===== src/rtl/zymason_seg_loader.sv =====
// Host-side initiator for the 7-segment digit store write protocol: replays a
// latched frame as reset / low-nibble / high-bits / advance cycles, then scans.
module zymason_seg_loader #(
  parameter int NUM_DIGITS = 4
) (
  input  logic                    clock,
  input  logic                    reset,
  input  logic                    start,
  input  logic [7*NUM_DIGITS-1:0] digits,
  input  logic [4:0]              scan_spd,
  output logic                    busy,
  output logic                    done,
  output logic                    tgt_reset,
  output logic                    rw,
  output logic                    sel,
  output logic [3:0]              pin_out
);

  localparam int IDX_W = (NUM_DIGITS > 1) ? $clog2(NUM_DIGITS) : 1;
  localparam logic [IDX_W-1:0] LAST_IDX = IDX_W'(NUM_DIGITS - 1);

  typedef enum logic [2:0] {
    S_IDLE = 3'd0,
    S_RST  = 3'd1,
    S_LO   = 3'd2,
    S_HI   = 3'd3,
    S_ADV  = 3'd4,
    S_EXIT = 3'd5
  } state_t;

  state_t                  state_q, state_d;
  logic [IDX_W-1:0]        idx_q, idx_d;
  logic [7*NUM_DIGITS-1:0] frame_q, frame_d;
  logic                    busy_q, busy_d;
  logic                    done_q, done_d;
  logic                    tgt_reset_q, tgt_reset_d;
  logic                    rw_q, rw_d;
  logic                    sel_q, sel_d;
  logic [3:0]              pin_q, pin_d;
  logic [6:0]              digit_s;

  // Next-state sequencing of the write protocol and frame/index bookkeeping
  always_comb begin
    state_d = state_q;
    idx_d   = idx_q;
    frame_d = frame_q;
    case (state_q)
      S_IDLE: begin
        if (start) begin
          state_d = S_RST;
          idx_d   = {IDX_W{1'b0}};
          frame_d = digits;
        end else begin
          state_d = S_IDLE;
        end
      end
      S_RST:  state_d = S_LO;
      S_LO:   state_d = S_HI;
      S_HI: begin
        if (idx_q < LAST_IDX) begin
          state_d = S_ADV;
        end else begin
          state_d = S_EXIT;
        end
      end
      S_ADV: begin
        state_d = S_LO;
        idx_d   = idx_q + IDX_W'(1);
      end
      S_EXIT:  state_d = S_IDLE;
      default: state_d = S_IDLE;
    endcase
  end

  // Digit addressed in the upcoming cycle, taken from the next-state frame
  always_comb begin
    digit_s = 7'(frame_d >> (7 * int'(idx_d)));
  end

  // Output values for the upcoming state; registered below so every pin is a flop
  always_comb begin
    busy_d      = 1'b1;
    done_d      = 1'b0;
    tgt_reset_d = 1'b0;
    rw_d        = 1'b1;
    sel_d       = 1'b0;
    pin_d       = digit_s[3:0];
    case (state_d)
      S_IDLE: begin
        busy_d         = 1'b0;
        done_d         = (state_q == S_EXIT);
        rw_d           = 1'b0;
        {pin_d, sel_d} = scan_spd;
      end
      S_RST: begin
        tgt_reset_d = 1'b1;
        rw_d        = 1'b0;
        pin_d       = 4'd0;
      end
      S_LO:  pin_d = digit_s[3:0];
      S_HI: begin
        sel_d = 1'b1;
        pin_d = {1'b0, digit_s[6:4]};
      end
      // Pointer-shift cycle: rewrite the current low nibble with its own value
      S_ADV: pin_d = digit_s[3:0];
      S_EXIT: begin
        rw_d           = 1'b0;
        {pin_d, sel_d} = scan_spd;
      end
      default: begin
        busy_d         = 1'b0;
        rw_d           = 1'b0;
        {pin_d, sel_d} = scan_spd;
      end
    endcase
  end

  // State, frame and output registers with synchronous reset
  always_ff @(posedge clock) begin
    if (reset) begin
      state_q     <= S_IDLE;
      idx_q       <= {IDX_W{1'b0}};
      frame_q     <= {(7*NUM_DIGITS){1'b0}};
      busy_q      <= 1'b0;
      done_q      <= 1'b0;
      tgt_reset_q <= 1'b0;
      rw_q        <= 1'b0;
      sel_q       <= 1'b0;
      pin_q       <= 4'd0;
    end else begin
      state_q     <= state_d;
      idx_q       <= idx_d;
      frame_q     <= frame_d;
      busy_q      <= busy_d;
      done_q      <= done_d;
      tgt_reset_q <= tgt_reset_d;
      rw_q        <= rw_d;
      sel_q       <= sel_d;
      pin_q       <= pin_d;
    end
  end

  assign busy      = busy_q;
  assign done      = done_q;
  assign tgt_reset = tgt_reset_q;
  assign rw        = rw_q;
  assign sel       = sel_q;
  assign pin_out   = pin_q;

endmodule


===== config.mk =====
export PLATFORM = sky130hd
export DESIGN_NAME = zymason_seg_loader
export DESIGN_NICKNAME = d
export VERILOG_FILES = /design/src/rtl/zymason_seg_loader.sv
export SDC_FILE = /design/constraint.sdc
export NUM_CORES = 1
export LEC_CHECK = 0
export ABC_AREA = 0
export BUFFER_PORTS_ARGS = -buffer_cell sky130_fd_sc_hd__buf_2
export CORE_MARGIN = 4
export CORE_UTILIZATION = 55
export CTS_BUF_LIST = sky130_fd_sc_hd__clkbuf_8
export CTS_CLUSTER_DIAMETER = 60
export DETAILED_ROUTE_END_ITERATION = 6
export PLACE_DENSITY_LB_ADDON = 0.2
export SLEW_MARGIN = 5
export SYNTH_ARGS = -nofsm -noshare
export SYNTH_HDL_FRONTEND = slang
export SYNTH_SLANG_ARGS = --single-unit

===== constraint.sdc =====
create_clock -name clock -period 5.7 [get_ports clock]
set_clock_uncertainty 0.2 [all_clocks]
set_input_delay 0.855 -clock clock [delete_from_list [all_inputs] [get_ports clock]]
set_output_delay 0.855 -clock clock [all_outputs]
set_load 0.02 [all_outputs]

Word level (Yosys, flattened, before mapping)
Index checks and enable logic that the tools add are counted.
- add/sub/neg operators: 1
- $mul: 1
- $lt $le $gt $ge: 1
- equality and inequality tests: 10
- shift operators: 1
- muxes and demuxes: 12
- bitwise logic cells: 1
- reductions and logical operators: 8
- operator list (operator ; number):
    $mux W28 ; 2
    $shr A28 B5 Y7 ; 1
    $eq A3 B2 Y1 const B ; 4
    $eq A3 B3 Y1 const B ; 4
    $pmux W3 S4 ; 1
    $pmux W4 S3 ; 1
    $eq A3 B1 Y1 const B ; 2
    $logic_not A3 Y1 ; 2
    $reduce_or A2 Y1 ; 3
    $reduce_or A3 Y1 ; 2
    $mul A3 B2 Y5 const A ; 1
    $mux W1 ; 5
    $reduce_or A5 Y1 ; 1
    $pmux W2 S2 ; 1
    $add A2 B1 Y2 const B ; 1
    $lt A2 B2 Y1 const B ; 1
    $mux W2 ; 1
    $pmux W1 S2 ; 1
    $not A1 Y1 ; 1
- register bits after elaboration: 42
- input bits: 36
- logic and storage cells: 44

Logic depth before layout (Yosys ltp)
Gate-level depths: netlist of run 1.
- depth in word-level cells: 6
- depth in mapped cells: 9

Least setup slack after synthesis of run 1
OpenSTA, ideal clock, no wires.
- kind: input port to flip-flop
- start: in start
- end: reg pin_q[0], in the netlist pin_out[0]
- setup time: 91 ps
- data arrival time: 1864 ps
- path slack: 3545 ps
- stages: 6
- buffers on the path: 1
- path through: o21ai_4 > a21oi_4 > buf_4 > mux2i_1 > a32oi_1 > a311oi_1
- longest elaborated chain between the ends: 5
- elaborated cells on any way between the ends: 14
- those cells by class: 1 x mul; 4 x eq/ne; 1 x shift; 7 x mux; 1 x reduce/logical
- ends and longest elaborated chain (element ; RTL line ; source):
    start: declaration ; 8 ; input logic start,
    $mux W2 / $mux W1 (equally long branches) ; 49 ; if (start) begin
    $pmux W2 S2 / $pmux W3 S4 (equally long branches) ; 47 ; case (state_q)
    $mul A3 B2 Y5, or another cell as far along ; 77 ; digit_s = 7'(frame_d >> (7 * int'(idx_d)));
    $shr A28 B5 Y7 / $reduce_or A2 Y1 (equally long branches) ; - ;
    $pmux W4 S3 (*) ; 88 ; case (state_d)
    end signal: assignment ; 140 ; pin_q <= pin_d;
    end: declaration ; 39 ; logic [3:0] pin_q, pin_d;
Every way passes the cells marked *; elsewhere a longest branch is shown, timed or not.
A chain may end at the register's enable or synchronous reset.

Final worst setup path of run 1
- start: reg state_q[1]
- end: reg pin_q[0], in the netlist pin_out[0]
- longest elaborated chain between the ends: 6
- elaborated cells on any way between the ends: 17
- those cells by class: 1 x mul; 8 x eq/ne; 1 x shift; 4 x mux; 3 x reduce/logical
- ends and longest elaborated chain (element ; RTL line ; source):
    start: declaration ; 31 ; state_t state_q, state_d;
    start signal: assignment ; 132 ; state_q <= state_d;
    branches (longest 5 deep; another with $mul A3 B2 Y5) ; - ;
    $pmux W4 S3 (*) ; 88 ;
Mark *: on every way between the ends.

==> run_results.csv, run 1 <==
group,metric,value,unit
cts,post_cts_resized,0,
timing,max_freq,409,MHz
cts,cts_made_buffers,5,
power_and_ir_drop,internal_power,492,µW
timing,finalMaxSlewViolations,0,
yosys,synth_flop_cell,"dfxtp_1",
critical_path,worstPathMaxFanout,14,
floorplan,initial_core_util,57.5,%
timing,finalSetupViolCount,0,
cts,htree_num_levels,2,
layout,antenna_cells,0,
route,ant_nets,0,
floorplan,rows,21,
yosys,synthArstFlopShare,0,%
timing,period_share,42.9,%
power_and_ir_drop,p_leak,1.00,nW
yosys,synthesis.nets,246,
placement,pre_cts_slack,3080,ps
status,outcome,"complete, no violations",
global_route,grt_pass1_vias,1403,
yosys,synth_area_leaders,"dfxtp_1, mux2i_1, nor2_1",
run,cap_viol_max_count,0,
floorplan,io_pins,45,
route,vias,1554,
power_and_ir_drop,ir_worst_vdd,0.000185,V
layout,final_util,65.8,%
power_and_ir_drop,p_switching,177,µW
yosys,syn_area_per_cell,9.26,µm²
yosys,yosysSeqAreaShare,43.5,%
floorplan,fp.dieArea,4530,µm²
cts,cts_root_buf,"clkbuf_8",
cts,cts_tree,"yes",
global_route,grt_pass1_wl,6.35,mm
yosys,yosysMostFrequentCell,"dfxtp_1",
timing,worst_slack,3250,ps
route,remaining_drc_errors,0,
layout,layout-drive-gt1-share,24.3,%
yosys,synth_cells,209,
worst_hold_path,holdCritPathClass,"register to register",
critical_path,path_class,"register to register",
placement,gp_congestion,0.795,
floorplan,core-area,3360,µm²
global_route,grt_max_degree,43,
route,routed_via_density,5.30,
yosys,synthTopCellsByCount,"dfxtp_1, nor2_1, mux2i_1, nand2_1, a21oi_1",
route,initialDrtViolationCount,122,
timing,fin_tns_setup,0,ps
floorplan,die_height,67.3,µm
cts,cts-hold-fix-buffers,0,
global_route,antenna_found_initial,0,
yosys,synth_cell_types,36,
power_and_ir_drop,pwr_density_cell,302,nW/µm²
placement,hpwl,2.78,mm
timing,max_slew_margin,52.0,%
timing,worst_pin_slew,721,ps
critical_path,arrival,2450,ps
layout,fill_cells,323,
route,first_pass_iters,4,
global_route,grt_overflow_total,0,
timing,hold_viol_final,0,
layout,area_delta_synth_final,14.5,%
layout,final_cell_area,2210,µm²
cts,cts_buffer_depth,2,
power_and_ir_drop,comb_power_share,17.5,%
timing,rsz0062_at_grt,"no",
critical_path,worst_setup_path_start_kind,"register",
global_route,track_usage,18.8,%
yosys,synth_enable_flop_cells,0,
power_and_ir_drop,switching_share,26.4,%
cts,cts.sinks,42,
power_and_ir_drop,seqPwrFrac,49.2,%
layout,fin_nets,283,
critical_path,end_kind,"register",
placement,placed_cell_area,2110,µm²
route,wl_per_cell,13.3,µm
yosys,yosysTopAreaCell,"dfxtp_1",
yosys,syn_area,1930,µm²
yosys,ys.warnings.count,0,
yosys,netlist.area_leader.share,43.5,%
critical_path,required,5700,ps
power_and_ir_drop,clkPwrFrac,33.3,%
cts,post_cts_buffers,0,
cts,clk_latency,290,ps
floorplan,die-width,67.3,µm
placement,numPortBuffers,44,
timing,fin_crit,2450,ps
route,drt-total-wl,3.90,mm
cts,clkTransAtPathRegs,70,ps
yosys,ys_seq_elements,42,
## state kept, by name, summed over array words and instances (netlist names)
signal     count
pin_out        4
state_q        3
rw             1
tgt_reset      1
idx_q          2
busy           1
done           1
frame_q       28
sel            1
## layout make-up
cell class	count	area, µm²	share of cell area [%]
Multi-Input combinational cell	150	978	44.2
Sequential cell	42	841	38.0
Timing Repair Buffer	44	220	9.94
Clock buffer	5	68.8	3.11
Tap cell	46	57.6	2.60
Clock inverter	3	37.5	1.69
Inverter	3	11.3	0.508
## power by group through the flow
| stage | registers [mW] | clock network [mW] | logic, mW |
|---|---|---|---|
| after floorplan | 0.336 | 0 | 0.0919 |
| after global placement | 0.335 | 0 | 0.115 |
| after detailed placement | 0.336 | 0 | 0.117 |
| after CTS | 0.329 | 0.228 | 0.118 |
| after global routing | 0.331 | 0.242 | 0.130 |
| final | 0.329 | 0.223 | 0.117 |
## kinds of logic (layout without fill, tap and decap cells)
logic type,after synthesis,after routing,share of synthesized area [%]
AO/OA/AOI/OAI,37,37,13.9
AND/OR/NAND/NOR,80,80,19.5
flip-flops,42,42,43.5
multiplexers,32,32,16.6
adder cells (fa/ha/maj),1,1,0.647
buffers and inverters,17,55,5.95
## routing by layer
metal | part of all wire (%) | global-route usage [%]
met1 | 45 | 23.9
met3 | 7.8 | 5.49
met4 | 1.5 | 7.09
met5 | 0 | 0
met2 | 46 | 30.1
## path summary, 6_finish.rpt
check                           end  slack (ps)                    from  cells after the start
max           pin_out[0]$_SDFF_PP0_        3250   state_q[1]$_SDFF_PP0_                      6
min          frame_q[14]$_SDFF_PP0_         250  frame_q[14]$_SDFF_PP0_                      2
max reg2reg   pin_out[0]$_SDFF_PP0_        3250   state_q[1]$_SDFF_PP0_                      6
min reg2reg  frame_q[14]$_SDFF_PP0_         250  frame_q[14]$_SDFF_PP0_                      2
## stage by stage
stage | hold WS [ps] | total power, mW | cells
2_1_floorplan | 236 | 0.428 | 209
3_3_place_gp | 243 | 0.450 | 285
3_5_place_dp | 248 | 0.453 | 285
4_1_cts | 259 | 0.675 | 293
5_1_grt | 280 | 0.703 | 293
6_report | 254 | 0.669 | 293
## critical path, cell delays in order (launching register included)
cell      delay, ps
dfxtp_1         610
nand2b_4        260
nor3_2           70
a21oi_4         490
mux2i_1         340
a32oi_1         130
a311oi_1        260
## layout by cell type, fill, tap and decap left out, drive strengths merged
master   n
buf     44
dfxtp   42
nor2    40
mux2i   32
nand2   23
a21oi   18
nor3     6
inv      5
clkbuf   5
a311oi   4
nand2b   4
a211o    3
a32oi    3
o21ai    3
or2      2
and2     1
a22oi    1
nor2b    1
nor4     1
a22o     1
nand3    1
o221a    1
a221o    1
o31a     1
nand3b   1
o31ai    1
ha       1
bufinv   1
Note: power is estimated with default switching activity, not from simulation.
==> run 2: changes to the inputs <==
CORE_UTILIZATION = 50   (was 55)
clock period = 2.15 ns   (was 5.7 ns; I/O delays follow)
==> run_results.csv, run 2 (synthesis results as in run 1) <==
group,metric,value,unit
timing,rsz0062_at_grt,"no",
route,wl_per_cell,13.1,µm
global_route,grt_max_degree,36,
timing,period_share,95.0,%
layout,largest_reg_flops,28,
cts,cts-hold-fix-buffers,0,
layout,mostFrequentLayoutCell,"buf_2",
critical_path,max_stage_delay,450,ps
layout,instances_no_fill,312,
critical_path,slowest_stage,"dfxtp_2",
layout,area_delta_synth_final,22.0,%
placement,placedCellCount,303,
layout,final_cell_mix,"buf_2, nor2_1, dfxtp_1",
route,initialDrtViolationCount,78,
route,drt-total-wl,4.09,mm
timing,finalSetupViolCount,0,
global_route,track_usage,17.4,%
placement,numPortBuffers,44,
layout,top_register,"frame_q",
route,remaining_drc_errors,0,
status,outcome,"complete, no violations",
layout,fill_cells,328,
route,routed_via_density,5.03,
critical_path,worst_setup_path_start_kind,"register",
cts,cts_buffer_depth,2,
floorplan,initial_core_util,52.4,%
critical_path,worstPathMaxFanout,5,
timing,fin_crit,2040,ps
worst_hold_path,holdCritPathClass,"primary input to register",
timing,fin_tns_setup,0,ps
critical_path,worstPathCellList,"nand2b_4, buf_4, nor2_4, a22oi_1, or2_2, a211o_1, a311oi_1",
global_route,antenna_found_initial,0,
power_and_ir_drop,ir_worst_vdd,0.000425,V
timing,max_freq,489,MHz
placement,gp_congestion,0.966,
cts,cts_tree,"yes",
run,cap_viol_max_count,0,
placement,hpwl,3.06,mm
global_route,grt_overflow_total,0,
timing,worst_pin_slew,383,ps
global_route,grt_pass1_vias,1472,
floorplan,rows,22,
floorplan,fp.dieArea,4930,µm²
cts,cts_root_buf,"clkbuf_8",
layout,multi_input_area,995,µm²
global_route,grt_pass1_wl,6.81,mm
critical_path,arrival,2040,ps
cts,clkTransAtPathRegs,80,ps
power_and_ir_drop,pwr_density_cell,740,nW/µm²
floorplan,die-width,70.2,µm
cts,htree_num_levels,2,
cts,clk_latency,290,ps
timing,hold_viol_final,0,
cts,cts_made_buffers,5,
timing,max_slew_margin,74.3,%
floorplan,io_pins,45,
layout,antenna_cells,0,
route,vias,1570,
power_and_ir_drop,total_power,1.75,mW
layout,layout-drive-gt1-share,31.4,%
layout,final-seq-area,846,µm²
route,ant_nets,0,
route,first_pass_iters,4,
floorplan,core-area,3690,µm²
floorplan,die_height,70.2,µm
layout,fin_nets,300,
power_and_ir_drop,p_leak,1.08,nW
critical_path,end_kind,"register",
cts,cts.sinks,42,
timing,finalMaxSlewViolations,0,
critical_path,path_class,"register to register",
critical_path,required,2150,ps
[run 2: cell count changes in the layout (fill, tap and decap cells not counted)]
| cell | change |
|---|---|
| buf_4 | +15 |
| dfxtp_1 | -4 |
| dfxtp_2 | +4 |
| inv_1 | -2 |
| a21oi_4 | +1 |
| buf_12 | +1 |
| bufinv_16 | -1 |
| clkbuf_8 | +1 |
| clkinv_2 | +1 |
| clkinvlp_4 | +1 |
[run 2: worst paths after layout]
path | startpoint | to | slack, ps | depth (start not counted)
worst min register to register | frame_q[15]$_SDFF_PP0_ | frame_q[15]$_SDFF_PP0_ | 260 | 2
worst min-delay path | digits[23] | frame_q[23]$_SDFF_PP0_ | 60 | 3
worst max-delay path | state_q[2]$_SDFF_PP0_ | pin_out[2]$_SDFF_PP0_ | 110 | 7
worst max register to register | state_q[2]$_SDFF_PP0_ | pin_out[2]$_SDFF_PP0_ | 110 | 7
[run 2: per-layer routing]
layer | global-route usage [%] | part of all wire [%]
met5 | 0 | 0
met4 | 7.02 | 0.46
met3 | 4.60 | 6.3
met2 | 26.1 | 45
met1 | 23.6 | 48
[run 2: worst max-delay path, delay by kind of cell, from the launching register on]
family	cells	cell delay, ps
compound gates	3	600
simple gates	3	570
flops	1	450
buf+inv	1	140
[run 2: final cells by class]
cell class	instances	share of cell area [%]
repair buffers	60	15.0
flip-flops and latches	42	35.8
multi-input cells	151	42.2
well taps	48	2.55
inverters	3	0.477
clock inverters	2	0.530
clock buffers	6	3.50
[run 2: report_power, final]
part	switching [mW]	internal, mW	leakage [nW]
combinational	0.197	0.165	0.686
clock	0.261	0.258	0.0472
sequential	0.0281	0.837	0.346
total	0.486	1.26	1.08
[run 2: timing repair]
action	in CTS	in global routing
gates cloned	1	0
buffers inserted	0	0
pin swaps	1	0
endpoints found under the setup margin	3	4
resized for setup	1	4
[run 2: metrics by stage]
stage          worst slack, ps  hold slack (ps)  utilization (%)  instance area (µm²)
2_1_floorplan              195              236                -                 1930
3_3_place_gp              44.2              246             60.8                 2240
3_5_place_dp             -33.6              248             60.8                 2240
4_1_cts                   64.9             49.8             63.7                 2350
5_1_grt                   9.74             55.6             64.0                 2360
6_report                   107             59.6             64.0                 2360
